**config.mk**
```make
export PLATFORM = sky130hd
export DESIGN_NAME = vga_timing_gen
export DESIGN_NICKNAME = d
export VERILOG_FILES = /design/src/rtl/vga_timing_gen.sv
export SDC_FILE = /design/constraint.sdc
export NUM_CORES = 1
export LEC_CHECK = 0
export ABC_CLOCK_PERIOD_IN_PS = 1850
export CORE_MARGIN = 3
export CORE_UTILIZATION = 45
export DETAILED_ROUTE_END_ITERATION = 8
export DONT_BUFFER_PORTS = 1
export PLACE_DENSITY_LB_ADDON = 0.15
export SYNTH_ARGS = -nofsm -noshare
export SYNTH_HDL_FRONTEND = slang
export SYNTH_SLANG_ARGS = --single-unit
```
**constraint.sdc**
```tcl
create_clock -name clk -period 1.85 [get_ports clk]
set_input_delay 0.37 -clock clk [delete_from_list [all_inputs] [get_ports clk]]
set_output_delay 0.37 -clock clk [all_outputs]
set_load 0.005 [all_outputs]
```
**src/rtl/vga_timing_gen.sv**
```systemverilog
// Parametrised raster timing generator with pixel enable, sync polarity, output delay and line/frame strobes.
// Optional tile-coordinate outputs are built when VGA_TIMING_TILE_EN is defined.
module vga_timing_gen #(
    parameter int H_VIS      = 640,
    parameter int H_FRONT    = 16,
    parameter int H_SYNC     = 96,
    parameter int H_BACK     = 48,
    parameter int V_VIS      = 480,
    parameter int V_FRONT    = 10,
    parameter int V_SYNC     = 2,
    parameter int V_BACK     = 33,
    parameter int CW         = 10,
    parameter bit HSYNC_POL  = 1'b0,
    parameter bit VSYNC_POL  = 1'b0,
    parameter int PIPE_DLY   = 0,
    parameter int TILE_SHIFT = 5
) (
    input  logic          clk,
    input  logic          rst,
    input  logic          pix_en,
    output logic          hsync,
    output logic          vsync,
    output logic          active,
    output logic [CW-1:0] x_pos,
    output logic [CW-1:0] y_pos,
    output logic          line_start,
    output logic          frame_start
`ifdef VGA_TIMING_TILE_EN
    ,
    output logic [CW-TILE_SHIFT-1:0] tile_col,
    output logic [CW-TILE_SHIFT-1:0] tile_row,
    output logic [TILE_SHIFT-1:0]    tile_px,
    output logic [TILE_SHIFT-1:0]    tile_py
`endif
);

    localparam int H_TOTAL  = H_VIS + H_FRONT + H_SYNC + H_BACK;
    localparam int V_TOTAL  = V_VIS + V_FRONT + V_SYNC + V_BACK;
    localparam int HS_START = H_VIS + H_FRONT;
    localparam int HS_END   = HS_START + H_SYNC;
    localparam int VS_START = V_VIS + V_FRONT;
    localparam int VS_END   = VS_START + V_SYNC;
    localparam int N_STAGES = PIPE_DLY + 1;

    if ((H_TOTAL - 1) > ((2 ** CW) - 1) || (V_TOTAL - 1) > ((2 ** CW) - 1)) begin : g_cw_check
        $error("vga_timing_gen: CW too narrow for H_TOTAL/V_TOTAL");
    end
    if (PIPE_DLY < 0 || PIPE_DLY > 4) begin : g_dly_check
        $error("vga_timing_gen: PIPE_DLY must be 0..4");
    end
    if (TILE_SHIFT < 1 || TILE_SHIFT >= CW) begin : g_tile_check
        $error("vga_timing_gen: TILE_SHIFT must be 1..CW-1");
    end

    // Thresholds are one bit wider than the counters so a window ending exactly at 2^CW still decodes.
    localparam logic [CW:0]   H_VIS_C    = (CW + 1)'(H_VIS);
    localparam logic [CW:0]   V_VIS_C    = (CW + 1)'(V_VIS);
    localparam logic [CW:0]   HS_START_C = (CW + 1)'(HS_START);
    localparam logic [CW:0]   HS_END_C   = (CW + 1)'(HS_END);
    localparam logic [CW:0]   VS_START_C = (CW + 1)'(VS_START);
    localparam logic [CW:0]   VS_END_C   = (CW + 1)'(VS_END);
    localparam logic [CW-1:0] H_LAST     = CW'(H_TOTAL - 1);
    localparam logic [CW-1:0] V_LAST     = CW'(V_TOTAL - 1);

    // valid marks a stage that holds a real scan position rather than a reset filler.
    typedef struct packed {
        logic          valid;
        logic          hsync;
        logic          vsync;
        logic          active;
        logic [CW-1:0] x;
        logic [CW-1:0] y;
    } stage_t;

    localparam stage_t STAGE_RST = {1'b0, ~HSYNC_POL, ~VSYNC_POL, 1'b0, {(2 * CW){1'b0}}};

    logic [CW-1:0] h_cnt;
    logic [CW-1:0] v_cnt;
    logic [CW:0]   h_ext;
    logic [CW:0]   v_ext;
    stage_t        stage0_d;
    stage_t        last_in;
    stage_t        stg [N_STAGES];

    assign h_ext = {1'b0, h_cnt};
    assign v_ext = {1'b0, v_cnt};

    always_comb begin
        stage0_d        = STAGE_RST;
        stage0_d.valid  = 1'b1;
        stage0_d.hsync  = (h_ext >= HS_START_C && h_ext < HS_END_C) ? HSYNC_POL : ~HSYNC_POL;
        stage0_d.vsync  = (v_ext >= VS_START_C && v_ext < VS_END_C) ? VSYNC_POL : ~VSYNC_POL;
        stage0_d.active = (h_ext < H_VIS_C) && (v_ext < V_VIS_C);
        stage0_d.x      = h_cnt;
        stage0_d.y      = v_cnt;
    end

    // The value about to enter the last stage decides the strobes.
    if (PIPE_DLY == 0) begin : g_no_dly
        assign last_in = stage0_d;
    end else begin : g_dly
        assign last_in = stg[PIPE_DLY-1];
    end

    always_ff @(posedge clk) begin
        if (rst) begin
            h_cnt       <= '0;
            v_cnt       <= '0;
            line_start  <= 1'b0;
            frame_start <= 1'b0;
            for (int i = 0; i < N_STAGES; i++) begin
                stg[i] <= STAGE_RST;
            end
        end else begin
            line_start  <= 1'b0;
            frame_start <= 1'b0;
            if (pix_en) begin
                if (h_cnt == H_LAST) begin
                    h_cnt <= '0;
                    v_cnt <= (v_cnt == V_LAST) ? '0 : v_cnt + CW'(1);
                end else begin
                    h_cnt <= h_cnt + CW'(1);
                end
                stg[0] <= stage0_d;
                for (int i = 1; i < N_STAGES; i++) begin
                    stg[i] <= stg[i-1];
                end
                line_start  <= last_in.valid && (last_in.x == '0);
                frame_start <= last_in.valid && (last_in.x == '0) && (last_in.y == '0);
            end
        end
    end

    assign hsync  = stg[PIPE_DLY].hsync;
    assign vsync  = stg[PIPE_DLY].vsync;
    assign active = stg[PIPE_DLY].active;
    assign x_pos  = stg[PIPE_DLY].x;
    assign y_pos  = stg[PIPE_DLY].y;

`ifdef VGA_TIMING_TILE_EN
    assign tile_col = stg[PIPE_DLY].x[CW-1:TILE_SHIFT];
    assign tile_row = stg[PIPE_DLY].y[CW-1:TILE_SHIFT];
    assign tile_px  = stg[PIPE_DLY].x[TILE_SHIFT-1:0];
    assign tile_py  = stg[PIPE_DLY].y[TILE_SHIFT-1:0];
`endif

endmodule

```
Word level (Yosys, flattened, before mapping)
Memory sizes are Yosys's and may differ from the RTL's.
Index checks and enable logic that the tools add are counted.
{"block": "op_classes", "n_addsub": 2, "n_lt_le_gt_ge": 6, "n_reduce_logical": 9, "n_mux": 11, "n_bitwise": 1, "n_eq_ne": 2}
{"operator": "24-bit two-way mux", "count": 1}
{"operator": "24-bit OR reduction", "count": 1}
{"operator": "10-bit by 1-bit adder with 10-bit output, second input constant", "count": 2}
{"operator": "10-bit == test, second input constant", "count": 2}
{"operator": "10-bit logical NOT", "count": 2}
{"operator": "10-bit less-than comparator, second input constant", "count": 2}
{"operator": "10-bit by 9-bit less-than comparator with 1-bit output, second input constant", "count": 2}
{"operator": "10-bit two-way mux", "count": 2}
{"operator": "10-bit greater-or-equal comparator, second input constant", "count": 1}
{"operator": "10-bit by 9-bit greater-or-equal comparator with 1-bit output, second input constant", "count": 1}
{"operator": "1-bit two-way mux", "count": 8}
{"operator": "1-bit logical AND", "count": 4}
{"operator": "2-bit AND reduction", "count": 1}
{"operator": "2-bit OR reduction", "count": 1}
{"operator": "1-bit inverter", "count": 1}
{"block": "word_totals", "ff_bits": 22, "inputBits": 3, "output_inout_bits": 25, "memories": 1, "word_cells": 36, "mem_bits_rw": 24}
{"name": "stg", "depth": 1, "word_bits": 24, "read_ports": 1, "rd_ports_with_merged_regs": 0, "wr": 1, "line": "83", "source": "stage_t stg [N_STAGES];"}

Logic depth before layout (Yosys ltp)
{"block": "depth", "ltp_word": 5, "depth_mapped": 7, "depth_no_buf": 6}

Worst setup path after synthesis
Ideal clock, no wire load.
{"block": "synth_path", "kind": "register -> register", "from": "register h_cnt[1]", "to": "register v_cnt[8]", "stages_incl_launch_ff": 6, "t_required_ns": 1.778, "slack_ns": -0.119, "setup_ns": 0.072, "t_arrival_ns": 1.897, "cell_sequence": "dfxtp_1 > ha_1 > nand4_1 > or4_4 > or4_1 > a21oi_1"}
{"block": "synth_between", "elab_chain_cells": 2}
{"item": "from (decl)", "line": "77", "source": "logic [CW-1:0] h_cnt;"}
{"item": "from (signal assigned)", "line": "122", "source": "h_cnt <= h_cnt + CW'(1);"}
{"item": "10-bit == test", "line": "118", "source": "if (h_cnt == H_LAST) begin"}
{"item": "2-bit AND reduction (no source line)"}
{"item": "to (signal assigned)", "line": "120", "source": "v_cnt <= (v_cnt == V_LAST) ? '0 : v_cnt + CW'(1);"}
{"item": "to (decl)", "line": "78", "source": "logic [CW-1:0] v_cnt;"}
No other way between the ends.
A chain may end at the register's enable or synchronous reset.

Worst setup path in the final report
{"block": "layout_path", "from": "register v_cnt[1]", "to": "register v_cnt[8]"}
{"block": "layout_between", "elab_chain_cells": 2, "elab_cells_between_ends": 3, "cone_classes": "1 x add/sub; 1 x eq/ne; 1 x mux"}
{"item": "10-bit by 1-bit adder with 10-bit output or 10-bit == test (tied branches)", "line": "120"}
{"item": "10-bit two-way mux (*)", "line": "120"}
Mark *: on every way between the ends. The rest lies on a longest branch, timed or not.

==> results.ini <==
[setup_path]
cp_slowest_stage_delay_ns = 0.55
crit_path_frequent_cell = or4_4
reg2reg_slack_ns = 0.02
timing.rr.end = v_cnt[8]
r2r_start = v_cnt[1]
critPathArrivalTime_ns = 2.07
cp-startpoint = v_cnt[1]
cp_cell_sequence = ha_2, inv_1, or4_4, or4_4, a21oi_2
critPathLaunchType = flop
critPathKind = flop to flop
critPathSlowestCell = or4_4
critPathRequiredTime_ns = 2.08
rr_worst_depth = 5
end_kind = flop
path_max_fanout = 4

[yosys]
yosys_register_bits = 45
synth_edf_count = 23
synth.area.top_cells = edfxtp_1 (35%), dfxtp_1 (22%), and2_1 (6.3%), nor2_1 (3.4%), ha_1 (3.1%)
avgSynthCellArea_um2 = 10.98
synth_top_cell_area_share_pct = 34.76
synth_top_area_cell = edfxtp_1
synth_cells = 181
synth_cell_type_count = 40
yosysSeqAreaShare_pct = 56.93
yosysWarningCount = 0
syn-num-nets = 189
async_reset_ff_share_pct = 0
synth-main-ff-cell = edfxtp_1
synth_area_mm2 = 0.001987

[timing]
fmax_mhz = 545.9
finalSetupViolations = 0
finalClockSkew_ns = 0.003972
whs_ns = 0.1252
finalHoldViolCount = 0
fin_crit_sh_pct = 99.02
slew_headroom_pct = 66.26
fin_crit_ns = 1.832
setup_tns_ns = 0
setup_slack_ns = 0.01810
rsz0062_at_grt = true
slew_violations = 0
worst_pin_slew_ns = 0.5061

[drt]
ant_nets = 0
wl_per_cell_um = 15.61
drc_errors = 0
viasPerCell = 5.543
vias = 1408
first_pass_iters = 4
drtIter0Drc = 67
totalWireLength_um = 3964

[flow_run]
max-cap-violations = 0

[global_route]
grt_usage_pct = 16.23
met1_usage_pct = 21.60
grt_overflow_total = 0
antenna_found_initial = 0
grt_pass1_wl_um = 6589
grtUsageMet2_pct = 25.18
busiest_layer = met2
grt_max_degree = 24
use_met3_pct = 5.125
grt_pass1_vias = 1340

[place]
place_area_mm2 = 0.002191
routabilityCongestion = 0.8307
io_buffers = 0
place_hpwl_um = 2964
dp_slack_ns = -0.01022
placed_cells = 245

[cts]
clockRootBuffer = clkbuf_8
clock_path_buffers = 2
clkLatencyLatePin_ns = 0.29
cts_tree = done
numCtsBuffers = 5
cts.sinks = 45
clk_pin_slew_ns = 0.08
h-tree-depth = 2

[hold_path]
hold_end = v_cnt[0]
min_path_type = input pin to flop
hold_depth = 1
hold_start = rst

[floorplanning]
coreArea_mm2 = 0.004115
floorplan.initialDensity_pct = 48.28
die_x_um = 72.45
dieArea_mm2 = 0.005249
die-height_um = 72.45
num_io_pins = 28
row_count = 23

[power]
pwr_density_cell_mw_per_mm2 = 798.3
power_leakage_nw = 0.8544
totalPowerFinal_mw = 1.870
ir_drop_uv = 307.2

[final_layout]
post-route-util_pct = 56.92
multi_input_area_um2 = 835.8
synthToLayoutAreaGrowth_pct = 17.88
drive_gt1_share_pct = 24.51
seq_area_mm2 = 0.001139
finalNetCount = 211
fin_cells = 254
antenna_cells = 0
n_fill_cell = 361
design_area_mm2 = 0.002342
final_cell_mix = buf_4 (23), edfxtp_1 (23), and2_1 (20), nor2_1 (18), dfxtp_1 (16)

[status]
status = finished, final reports clean

[area by class of cell]
class | count | area share, %
Multi-Input combinational cell | 122 | 35.68
Inverter | 6 | 0.9615
Clock inverter | 3 | 1.763
Tap cell | 50 | 2.671
Sequential cell | 45 | 48.61
Timing Repair Buffer | 23 | 7.372
Clock buffer | 5 | 2.938
[layer usage]
metal / wire length, um / share of wire, %
met1: 1828 / 46
met2: 1885 / 48
met3: 201 / 5.1
met4: 49 / 1.2
met5: 0 / 0
[synthesized netlist by cell type, types with 5 or more instances]
cell type	n
nand3_1	6
inv_1	6
nand2_1	7
nor2_1	18
ha_1	5
and2_1	20
a21oi_1	7
clkbuf_1	6
dfxtp_1	22
edfxtp_1	23
xor2_1	7
[state kept, by name (all words and copies together) (netlist names)]
signal / flops
stg: 23
h_cnt: 10
v_cnt: 10
frame_start: 1
line_start: 1
[what timing repair did]
item / CTS / global route
endpoints found under the setup margin: 4 / 3
gates cloned: 0 / 0
endpoints found under the hold margin: 0 / 0
gates resized for setup: 4 / 9
buffers inserted: 0 / 1
pin swaps: 1 / 3
hold buffers: 0 / 0
[cells by family after synthesis]
kind of cell               Yosys count  share of synthesized area (%)
and+or+nand+nor                     87                          25.95
buffers and inverters               14                          3.085
AOI/OAI and AO/OA                   18                          5.479
adders and majority gates            5                          3.149
muxes                                1                         0.5667
xor gates and xnor gates            11                          4.849
DFF                                 45                          56.93
[power by group]
group,switching (mW),internal [mW],total (mW),leakage (nW)
clock network,0.323,0.397,0.721,0.0518
logic,0.0323,0.0208,0.0531,0.374
registers,0.0180,1.08,1.10,0.429
total,0.373,1.50,1.87,0.854
[worst max-delay path by stage]
stage	endpoint	slack, ns
2_1_floorplan	v_cnt[8]	-0.05
3_3_place_gp	v_cnt[7]	0.05
3_5_place_dp	v_cnt[8]	-0.01
4_1_cts	v_cnt[8]	0.0007
5_1_grt	v_cnt[8]	-0.02
6_report	v_cnt[8]	0.02
[critical path: cells and delay by family (launching register included)]
family	cells	cell delay [ns]
and+or+nand+nor	2	1.04
buffers and inverters	1	0.05
AOI/OAI and AO/OA	1	0.12
DFF	1	0.36
adders and majority gates	1	0.19
No activity file was read; power rests on OpenSTA's default activity.
